<file path="src/rtl/systolic_seq_ctrl.sv">
// Sequencer for a weight-stationary systolic array: weight load,
// skewed activation streaming, result de-skew and job completion.
module systolic_seq_ctrl #(
  parameter int ROWS    = 4,
  parameter int COLS    = 4,
  parameter int OUT_LAT = ROWS + 3,
  parameter int CNT_W   = 16
) (
  input  logic               clk,
  input  logic               rst_n,
  input  logic               start,
  input  logic [CNT_W-1:0]   num_vecs,
  output logic               busy,
  output logic               done,
  input  logic               w_valid,
  output logic               w_ready,
  input  logic [COLS*8-1:0]  w_data,
  input  logic               a_valid,
  output logic               a_ready,
  input  logic [ROWS*8-1:0]  a_data,
  output logic               load_weight_en,
  output logic [ROWS*8-1:0]  arr_a_in,
  output logic [COLS*32-1:0] arr_sum_in,
  input  logic [COLS*32-1:0] arr_sum_out,
  output logic               r_valid,
  output logic [COLS*32-1:0] r_data
);

  localparam int L  = 1 + OUT_LAT + COLS - 1;
  localparam int WW = $clog2(ROWS + 1);
  localparam int DW = $clog2(L + 1);

  typedef enum logic [2:0] {
    IDLE, LOAD, STREAM, DRAIN, DONE
  } state_t;

  state_t state, state_n;

  logic [CNT_W-1:0]   nv;
  logic [CNT_W-1:0]   iss_cnt;
  logic [WW-1:0]      w_cnt;
  logic [DW-1:0]      drn_cnt;
  logic [L-1:0]       tag;
  logic [COLS*32-1:0] sx;
  logic [COLS*32-1:0] dsk;
  logic [ROWS*8-1:0]  a_inj;
  logic               w_fire, a_fire;
  logic               last_w, last_a, drn_end;

  assign busy    = (state != IDLE);
  assign done    = (state == DONE);
  assign w_ready = (state == LOAD);
  assign a_ready = (state == STREAM) && (iss_cnt < nv);
  assign w_fire  = w_valid & w_ready;
  assign a_fire  = a_valid & a_ready;
  assign last_w  = (w_cnt == WW'(ROWS - 1));
  assign last_a  = ((iss_cnt + CNT_W'(1)) == nv);
  assign drn_end = (drn_cnt == DW'(L - 1));
  assign a_inj   = a_fire ? a_data : '0;

  always_comb begin
    state_n = state;
    unique case (state)
      IDLE:    if (start) state_n = LOAD;
      LOAD:    if (w_fire && last_w)
                 state_n = (nv == '0) ? DRAIN : STREAM;
      STREAM:  if (a_fire && last_a) state_n = DRAIN;
      DRAIN:   if (drn_end) state_n = DONE;
      DONE:    state_n = IDLE;
      default: state_n = IDLE;
    endcase
  end

  always_ff @(posedge clk or negedge rst_n) begin
    if (!rst_n) begin
      state          <= IDLE;
      nv             <= '0;
      iss_cnt        <= '0;
      w_cnt          <= '0;
      drn_cnt        <= '0;
      tag            <= '0;
      load_weight_en <= 1'b0;
      arr_sum_in     <= '0;
    end else begin
      state <= state_n;
      if (state == IDLE && start) nv <= num_vecs;
      if (state != LOAD) w_cnt <= '0;
      else if (w_fire) w_cnt <= w_cnt + WW'(1);
      if (state == IDLE) iss_cnt <= '0;
      else if (a_fire) iss_cnt <= iss_cnt + CNT_W'(1);
      if (state != DRAIN) drn_cnt <= '0;
      else drn_cnt <= drn_cnt + DW'(1);
      tag            <= {tag[L-2:0], a_fire};
      load_weight_en <= w_fire;
      arr_sum_in     <= w_fire ? sx : '0;
    end
  end

  for (genvar c = 0; c < COLS; c++) begin : g_sx
    assign sx[32*c +: 32] = {{24{w_data[8*c+7]}}, w_data[8*c +: 8]};
  end

  // Row r sits r cycles behind row 0 to match the array's diagonal wavefront
  for (genvar r = 0; r < ROWS; r++) begin : g_skew
    logic [7:0] sr [r+1];
    always_ff @(posedge clk or negedge rst_n) begin
      if (!rst_n) begin
        for (int i = 0; i <= r; i++) sr[i] <= '0;
      end else begin
        sr[0] <= a_inj[8*r +: 8];
        for (int i = 1; i <= r; i++) sr[i] <= sr[i-1];
      end
    end
    assign arr_a_in[8*r +: 8] = sr[r];
  end

  for (genvar c = 0; c < COLS; c++) begin : g_dsk
    localparam int D = COLS - 1 - c;
    if (D == 0) begin : g_pass
      assign dsk[32*c +: 32] = arr_sum_out[32*c +: 32];
    end else begin : g_dly
      logic [31:0] sr [D];
      always_ff @(posedge clk or negedge rst_n) begin
        if (!rst_n) begin
          for (int i = 0; i < D; i++) sr[i] <= '0;
        end else begin
          sr[0] <= arr_sum_out[32*c +: 32];
          for (int i = 1; i < D; i++) sr[i] <= sr[i-1];
        end
      end
      assign dsk[32*c +: 32] = sr[D-1];
    end
  end

  assign r_valid = tag[L-1];
  assign r_data  = r_valid ? dsk : '0;

endmodule

</file>
<file path="config.mk">
export PLATFORM = sky130hd
export DESIGN_NAME = systolic_seq_ctrl
export DESIGN_NICKNAME = d
export VERILOG_FILES = /design/src/rtl/systolic_seq_ctrl.sv
export SDC_FILE = /design/constraint.sdc
export NUM_CORES = 1
export LEC_CHECK = 0
export ABC_AREA = 1
export BUFFER_PORTS_ARGS = -buffer_cell sky130_fd_sc_hd__clkbuf_2
export CAP_MARGIN = 20
export CORE_AREA = 5 5 193 195
export CTS_CLUSTER_SIZE = 16
export DETAILED_ROUTE_END_ITERATION = 8
export DIE_AREA = 0 0 198 200
export MAX_ROUTING_LAYER = met4
export SLEW_MARGIN = 20
export SYNTH_ARGS = -nofsm -noshare
export SYNTH_HDL_FRONTEND = slang
export SYNTH_SLANG_ARGS = --single-unit
</file>
<file path="constraint.sdc">
create_clock -name clk -period 2.3 [get_ports clk]
set_input_delay 0.46 -clock clk [delete_from_list [all_inputs] [get_ports clk]]
set_output_delay 0.46 -clock clk [all_outputs]
set_load 0.05 [all_outputs]
</file>
# ---- Word-level counts from Yosys, hierarchy flattened
# Cells that the tools add are included.
dict set report word_totals {
  regBits 454
  input_bits 213
  out_inout_bits 294
}
dict set report classes {
  add_sub_neg 3
  order_cmp 1
  n_eq_ne 13
  muxes 14
  n_bitwise 2
  reduce_logical 10
}
# op count
set op_table {}
lappend op_table {{128-bit 2-to-1 mux} 2}
lappend op_table {{16-bit 2-to-1 mux} 2}
lappend op_table {{32-bit 2-to-1 mux} 1}
lappend op_table {{3-bit 2-to-1 mux} 6}
lappend op_table {{16-bit by 1-bit adder with 16-bit output, second input constant} 1}
lappend op_table {{16-bit == test} 1}
lappend op_table {{16-bit zero test} 1}
lappend op_table {{16-bit less-than comparator} 1}
lappend op_table {{3-bit case mux with 4 select lines} 1}
lappend op_table {{3-bit by 2-bit == test with 1-bit output, second input constant} 3}
lappend op_table {{4-bit by 1-bit adder with 4-bit output, second input constant} 1}
lappend op_table {{4-bit == test, second input constant} 1}
lappend op_table {{1-bit logical AND} 4}
lappend op_table {{4-bit 2-to-1 mux} 1}
lappend op_table {{2-bit by 1-bit inequality test with 1-bit output, second input constant} 2}
lappend op_table {{2-bit inequality test, second input constant} 2}
lappend op_table {{4-bit AND reduction} 1}
lappend op_table {{2-bit nonzero test} 2}
lappend op_table {{3-bit by 1-bit adder with 3-bit output, second input constant} 1}
lappend op_table {{3-bit by 1-bit == test with 1-bit output, second input constant} 1}
lappend op_table {{3-bit == test, second input constant} 1}
lappend op_table {{3-bit zero test} 1}
lappend op_table {{3-bit by 1-bit inequality test with 1-bit output, second input constant} 1}
lappend op_table {{3-bit by 2-bit inequality test with 1-bit output, second input constant} 1}
lappend op_table {{other kinds (3)} 4}

# ---- Logic depth before layout (Yosys ltp)
# Gate-level depths: netlist (run 1).
dict set report logic_depth {
  depth_word 6
  depth_mapped 17
}

# ---- Worst setup path after synthesis (run 1)
# Ideal clock, no wire load.
dict set report synth_timing {
  path_type {reg-to-reg}
  start {reg state[2]}
  end {reg arr_sum_in[100]}
  arrival_time_ns 2.050
  required_time_ns 2.226
  path_slack_ns 0.176
  path_stages_with_launch 9
  period_less_slack_ns 2.124
  path_cell_list {dfrtp_1 nor2_1 inv_1 nor2_1 inv_1 nor2_1 clkinv_1 clkbuf_1 nor2_1}
}
dict set report synth_between {
  elab_chain_len 3
}
# item line
set synth_lines {}
lappend synth_lines {{from (decl)} 37} ;# state_t state, state_n;
lappend synth_lines {{from (signal assigned)} 85} ;# state <= state_n;
lappend synth_lines {{3-bit by 1-bit == test with 1-bit output} 52} ;# assign w_ready = (state == LOAD);
lappend synth_lines {{via w_ready} 16} ;# output logic w_ready,
lappend synth_lines {{1-bit bitwise AND} 54} ;# assign w_fire = w_valid & w_ready;
lappend synth_lines {{via w_fire} 47} ;# logic w_fire, a_fire;
lappend synth_lines {{128-bit 2-to-1 mux} 95} ;# arr_sum_in <= w_fire ? sx : '0;
lappend synth_lines {{to (signal assigned)} 95}
lappend synth_lines {{to (decl)} 23} ;# output logic [COLS*32-1:0] arr_sum_in,
# The timed path passes the listed nets, and every way through them passes these cells.
# A chain may end at the register's enable or synchronous reset.

# ---- Final worst setup path (run 1)
dict set report layout_timing {
  start {reg nv[1]}
  end {out a_ready}
}
dict set report layout_between {
  elab_chain_len 2
}
# item line
set layout_lines {}
lappend layout_lines {{from (decl)} 39} ;# logic [CNT_W-1:0] nv;
lappend layout_lines {{from (signal assigned)} 86} ;# if (state == IDLE && start) nv <= num_vecs;
lappend layout_lines {{16-bit less-than comparator} 53} ;# assign a_ready = (state == STREAM) && (iss_cnt < nv);
lappend layout_lines {{1-bit logical AND} 53}
lappend layout_lines {{to (decl)} 19} ;# output logic a_ready,
# Every way passes these cells.

==> results of run 1 <==
## logic make-up (layout without fill, tap and decap cells)
family / Yosys count / in the layout / synth area share, %
and+or+nand+nor: 398 / 398 / 12.6
buffers and inverters: 389 / 896 / 14.6
DFF: 358 / 358 / 68.1
AOI/OAI and AO/OA: 55 / 55 / 2.27
adders and majority gates: 21 / 21 / 2.00
xor gates and xnor gates: 3 / 3 / 0.314
muxes: 1 / 1 / 0.0856
other: 0 / 11 / 0
## cells in the mapped netlist (8+ instances only)
library cell / count / area share, %
ha_1: 21 / 2.0
a21oi_1: 25 / 0.95
buf_4: 120 / 6.9
nand3_1: 44 / 1.7
nand2_1: 213 / 6.1
clkbuf_1: 21 / 0.60
nand4_1: 10 / 0.48
nand2_2: 8 / 0.38
dfrtp_1: 358 / 68
inv_1: 239 / 6.8
o21ai_0: 15 / 0.57
nor2_1: 106 / 3.0
## stage by stage
step / total power [mW] / util, % / worst slack, ns / cell area [µm²]
floorplan: 11.8 / - / 0.176 / 13200
global placement: 13.1 / 44.1 / 0.0913 / 15600
detailed placement: 13.1 / 44.1 / 0.0657 / 15600
CTS: 20.1 / 49.1 / -0.213 / 17300
global route: 21.2 / 50.0 / -0.252 / 17600
finish: 20.2 / 50.0 / -0.149 / 17600
## state kept, by name, indices dropped and copies added (netlist names)
| signal | cells |
|---|---|
| g_dsk.g_dly.sr | 128 |
| g_skew.sr | 56 |
| load_weight_en | 1 |
| arr_sum_in | 32 |
| state | 3 |
| arr_a_in | 24 |
| tag | 11 |
| w_cnt | 3 |
| nv | 16 |
| iss_cnt | 16 |
| drn_cnt | 4 |
| dsk | 64 |
## critical path, stage by stage (launching register included)
cell and delay [ns]:
dfrtp_1 0.38, inv_2 0.07, ha_4 0.27, a21oi_2 0.04, o21a_1 0.19, o21ai_2 0.15, nand2_1 0.10, nand2_2 0.08
inv_2 0.04, buf_8 0.14
## how the worst min path moves through the flow
stage,startpoint,endpoint,slack [ns],cells past startpoint
finish,arr_sum_out[24],g_dsk[0].g_dly.sr[88],0.04,1
global route,arr_sum_out[18],g_dsk[0].g_dly.sr[82],0.006,1
detailed placement,g_skew[2].sr[12],arr_a_in[20],0.33,0
global placement,g_skew[1].sr[9],arr_a_in[9],0.33,0
CTS,arr_sum_out[39],g_dsk[1].g_dly.sr[39],0.01,1
floorplan,rst_n,arr_a_in[10],0.16,0
## repair_timing
item / 4_1_cts / 5_1_grt
endpoints found under the setup margin: 92 / 87
gates cloned: 0 / 1
hold buffers: 1 / 0
pin swaps: 7 / 19
resized for setup: 29 / 43
buffers inserted: 36 / 19
hold endpoints to repair: 27 / 0
## area by class of cell
| cell class | count | area share, % |
|---|---|---|
| Clock buffer | 53 | 6.31 |
| Clock inverter | 17 | 1.36 |
| Tap cell | 461 | 3.28 |
| Multi-Input combinational cell | 478 | 14.1 |
| Inverter | 243 | 5.18 |
| Antenna cell | 11 | 0.156 |
| Timing Repair Buffer | 583 | 18.7 |
| Sequential cell | 358 | 50.9 |
## power by group
group / internal, mW / total, mW / switching [mW] / leakage, nW
clock: 3.96 / 6.43 / 2.46 / 0.655
combinational: 1.73 / 6.44 / 4.71 / 5.34
sequential: 6.96 / 7.32 / 0.357 / 4.47
total: 12.7 / 20.2 / 7.53 / 10.5
## metal layers
metal	share of wire, %	vias up
li1	-	4476
met1	38	4371
met2	50	334
met3	10	58
met4	2.2	0
met5	0	-
==> results.py, run 1 <==
metrics = {
    "worst_setup_path": {
        "end_kind": "output pin",
        "reg2regPathDepth": 15,
        "cp-start-kind": "register",
        "crit_end": "a_ready",
        "r2r_end": "nv[1]",
        "crit_type": "register to output pin",
        "cp_data_required_time_ns": 1.84,
        "r2r_start": "nv[1]",
        "critPathLaunch": "nv[1]",
        "crit_arrival_ns": 1.99,
        "cp_max_fo": 2,
        "reg2reg_setup_slack_ns": 0.07,
    },
    "floorplanning": {
        "die_area_mm2": 0.0396,
        "coreArea_mm2": 0.0352,
        "boundaryPins": 507,
        "die_w_um": 198,
        "start_util_pct": 37.3,
        "rows": 69,
        "fp.dieH_um": 200,
    },
    "logic_synthesis": {
        "synth_seq_cells": 358,
        "synth_nets": 1459,
        "netlist_area_mm2": 0.0132,
        "avgSynthCellArea_um2": 10.7,
        "synth-main-ff-cell": "dfrtp_1",
        "ys_types": 33,
        "synthArstFlopShare_pct": 100,
        "synth_warnings": 0,
        "synthCells": 1225,
        "synth_edf_count": 0,
        "synth_seq_area_share_pct": 68.1,
    },
    "clock_tree": {
        "cts_tree": "built",
        "insertion_delay_ns": 0.52,
        "numCtsBuffers": 39,
        "cts_max_level": 2,
        "cts_sinks": 358,
        "clkTransAtPathRegs_ns": 0.06,
        "root_buffer": "clkbuf_16",
        "clock_path_buffers": 3,
    },
    "sta": {
        "max_freq_mhz": 408,
        "setup_slack_ns": -0.149,
        "worstMarginPinSlew_ns": 0.651,
        "rsz0062_at_grt": "yes",
        "drv_slew": 0,
        "fin_crit_sh_pct": 106,
        "hold_slack_ns": 0.0382,
        "slew-limit-headroom_pct": 56.6,
        "setup_viol": 1,
        "hold_violations": 0,
        "setup_tns_ns": -0.149,
        "min_period_ns": 2.45,
        "fin_skew_ns": 0.0120,
    },
    "placed_design": {
        "gp_congestion": 0.832,
        "portBuffers": 506,
        "numPlacedInstances": 2070,
        "dp_hpwl_mm": 27.5,
    },
    "detailed_routing": {
        "drt-total-wl_mm": 36.4,
        "post-route-drc-count": 0,
        "wl_per_cell_um": 16.5,
        "ant_nets": 0,
        "dr_total_vias": 9239,
        "drt-pass1-iter-count": 7,
        "drtIter0Drc": 347,
        "via_per_inst": 4.19,
    },
    "global_routing": {
        "busiest_layer": "met2",
        "grt_pass1_wl_mm": 52.7,
        "antenna_found_initial": 11,
        "grt_pass1_vias": 9275,
        "grt_use_total_pct": 17.8,
        "grt_remaining_overflow": 0,
        "grt_max_degree": 82,
        "grt_util_met2_pct": 29.5,
        "use_met1_pct": 20.3,
        "grt_use_met3_pct": 7.33,
    },
    "final_layout": {
        "stdcell_count": 2204,
        "drive_above_1_share_pct": 41.0,
        "fillCellCount": 3221,
        "final_common_cell": "clkbuf_2",
        "ff_latch_area_mm2": 0.00897,
        "nets": 1937,
        "final_cell_mix": "490 x clkbuf_2, 354 x dfrtp_1, 227 x inv_1, 210 x nand2_1, 105 x nor2_1",
        "syn2layout_area_growth_pct": 33.9,
        "multi_input_area_mm2": 0.00249,
    },
    "outcome": {
        "outcome": "complete, but fails checks",
        "violations": "setup timing",
    },
    "pwr": {
        "max-vdd-ir-drop_mv": 0.791,
        "powerDensity_mw_per_mm2": 1150,
        "p_leak_nw": 10.5,
    },
    "flow_run": {
        "maxCapViolCount": 0,
    },
    "min_path": {
        "min_path_type": "input port to register",
    },
}
(Power assumes the default switching activity.)
==> inputs of run 2 (changes only) <==
CORE_AREA = 5 5 195 197   (was 5 5 193 195)
DIE_AREA = 0 0 200 202   (was 0 0 198 200)
PLACE_DENSITY = 0.65   (was default)
clock period = 2.15 ns   (was 2.3 ns; I/O delays follow)
==> results.py, run 2 (synthesized netlist as in run 1, its figures left out) <==
metrics = {
    "worst_setup_path": {
        "end_kind": "output pin",
        "crit_chain": "ha_4, nand2_2, or2_2, nand3_2, nor2_2, nand2_2, inv_2, buf_8",
        "crit_type": "register to output pin",
        "reg2reg_setup_slack_ns": 0.02,
        "cp_data_required_time_ns": 1.72,
        "r2r_end": "state[1]",
        "crit_family": "simple AND/OR/NAND/NOR gates",
        "crit_arrival_ns": 2.01,
        "cp_common_cell": "nand2_2",
        "cp_max_fo": 3,
        "slowest_delay_ns": 0.42,
        "crit_buf_inv": 2,
        "reg2regPathDepth": 17,
        "cp-start-kind": "register",
        "r2r_start": "iss_cnt[1]",
        "slowest_stage": "dfrtp_1",
    },
    "sta": {
        "max_freq_mhz": 410,
        "setup_tns_ns": -0.375,
        "rsz0062_at_grt": "yes",
        "setup_viol": 6,
        "slew-limit-headroom_pct": 71.4,
        "hold_slack_ns": 0.0824,
        "drv_slew": 0,
        "setup_slack_ns": -0.291,
        "hold_violations": 0,
        "worstMarginPinSlew_ns": 0.425,
        "fin_crit_sh_pct": 114,
        "fin_skew_ns": 0.0196,
        "min_period_ns": 2.44,
    },
    "detailed_routing": {
        "wl_per_cell_um": 18.8,
        "drt-pass1-iter-count": 5,
        "ant_nets": 0,
        "via_per_inst": 4.41,
        "drtIter0Drc": 502,
        "drt-total-wl_mm": 43.4,
        "post-route-drc-count": 0,
        "dr_total_vias": 10200,
    },
    "floorplanning": {
        "start_util_pct": 36.4,
        "rows": 70,
        "fp.dieH_um": 202,
        "die_w_um": 200,
        "boundaryPins": 507,
        "die_area_mm2": 0.0404,
        "coreArea_mm2": 0.0361,
    },
    "final_layout": {
        "design_area_mm2": 0.0196,
        "top_register": "g_dsk.g_dly.sr",
        "final_util_pct": 54.4,
        "final_cell_mix": "380 x clkbuf_2, 355 x dfrtp_1, 198 x inv_1, 169 x nand2_1, 104 x nor2_1",
        "fillCellCount": 2919,
        "nets": 2036,
        "largest_reg_flops": 128,
        "final_common_cell": "clkbuf_2",
        "drive_above_1_share_pct": 42.7,
        "syn2layout_area_growth_pct": 49.2,
    },
    "clock_tree": {
        "cts_sinks": 358,
        "root_buffer": "clkbuf_16",
        "cts_max_level": 2,
        "clock_path_buffers": 3,
        "insertion_delay_ns": 0.54,
        "cts_tree": "built",
        "clkTransAtPathRegs_ns": 0.06,
        "numCtsBuffers": 39,
    },
    "placed_design": {
        "portBuffers": 506,
        "dpl_cell_area_mm2": 0.0158,
        "dp_hpwl_mm": 27.6,
        "pre_cts_slack_ns": -0.0492,
        "gp_congestion": 0.901,
    },
    "min_path": {
        "min_path_cells": 3,
        "min_path_type": "input port to register",
        "min_to": "arr_sum_in[95]",
        "hold_start": "w_data[23]",
    },
    "pwr": {
        "swShare_pct": 37.8,
        "powerDensity_mw_per_mm2": 1130,
        "power_frac_seq_pct": 35.2,
        "p_leak_nw": 11.1,
        "p_comb_share_pct": 34.6,
        "max-vdd-ir-drop_mv": 0.973,
        "p_clk_share_pct": 30.2,
        "p_int_mw": 13.8,
        "switchingPower_mw": 8.40,
    },
    "outcome": {
        "outcome": "complete, but fails checks",
        "violations": "setup timing",
    },
    "global_routing": {
        "antenna_found_initial": 12,
        "grt_pass1_vias": 10500,
        "grt_remaining_overflow": 0,
        "grt_pass1_wl_mm": 60.0,
        "grt_max_degree": 76,
        "grt_use_total_pct": 19.7,
    },
    "flow_run": {
        "maxCapViolCount": 0,
    },
}
## run 2: cell count changes in the layout (fill, tap and decap cells not counted), moves of 33 or more
cell and delta:
clkbuf_2 -110, dlygate4sd3_1 +96, buf_6 +65, nand2_2 +42, nand2_1 -41, clkbuf_8 +33
## run 2: layout make-up
cell class	count	area (µm²)	area share, %
well taps	468	586	2.98
clock inverters	18	196	1.00
repair buffers	682	5240	26.7
flip-flops and latches	358	8960	45.7
inverters	243	912	4.65
clock buffers	53	1110	5.66
multi-input cells	478	2580	13.1
diodes	12	30.0	0.153
## run 2: power groups by stage
stage	logic [mW]	clock network [mW]	registers (mW)
4_1_cts	7.00	6.92	7.79
5_1_grt	8.13	7.22	7.90
2_1_floorplan	4.33	0	8.29
3_3_place_gp	6.34	0	7.91
3_5_place_dp	6.35	0	7.95
6_report	7.70	6.73	7.83
## run 2: metrics by stage
stage	instances	total power, mW
global route	2312	23.3
floorplan	1225	12.6
finish	2312	22.2
CTS	2287	21.7
detailed placement	2108	14.3
global placement	2108	14.2
## run 2: how the worst max path moves through the flow
stage | startpoint | to | slack [ns] | depth (start not counted)
after CTS | iss_cnt[15] | a_ready | -0.36 | 8
after detailed placement | nv[7] | iss_cnt[14] | -0.05 | 13
after global routing | iss_cnt[1] | a_ready | -0.42 | 8
after global placement | nv[7] | iss_cnt[3] | 0.002 | 13
after floorplan | state[2] | arr_sum_in[100] | 0.03 | 8
final | iss_cnt[15] | a_ready | -0.29 | 8
## run 2: tightest hold or removal path, stage by stage
cell and delay, ns:
clkbuf_2 0.08, inv_1 0.04, nor2_1 0.04
## run 2: repair_timing
action                                  in CTS  in global routing
endpoints found under the setup margin     164                186
endpoints found under the hold margin      128                  0
resized for setup                          170                290
pin swaps                                    6                 15
hold buffers                                97                  0
setup buffers                               12                  7
gates cloned                                 0                  7
## run 2: routing by layer
layer | GRT usage, % | vias to the layer above | routed length [µm]
met5 | - | - | 0
met1 | 23.4 | 4997 | 16600
met2 | 31.8 | 425 | 21400
met4 | 6.67 | 0 | 1750
li1 | - | 4677 | -
met3 | 6.28 | 107 | 3610
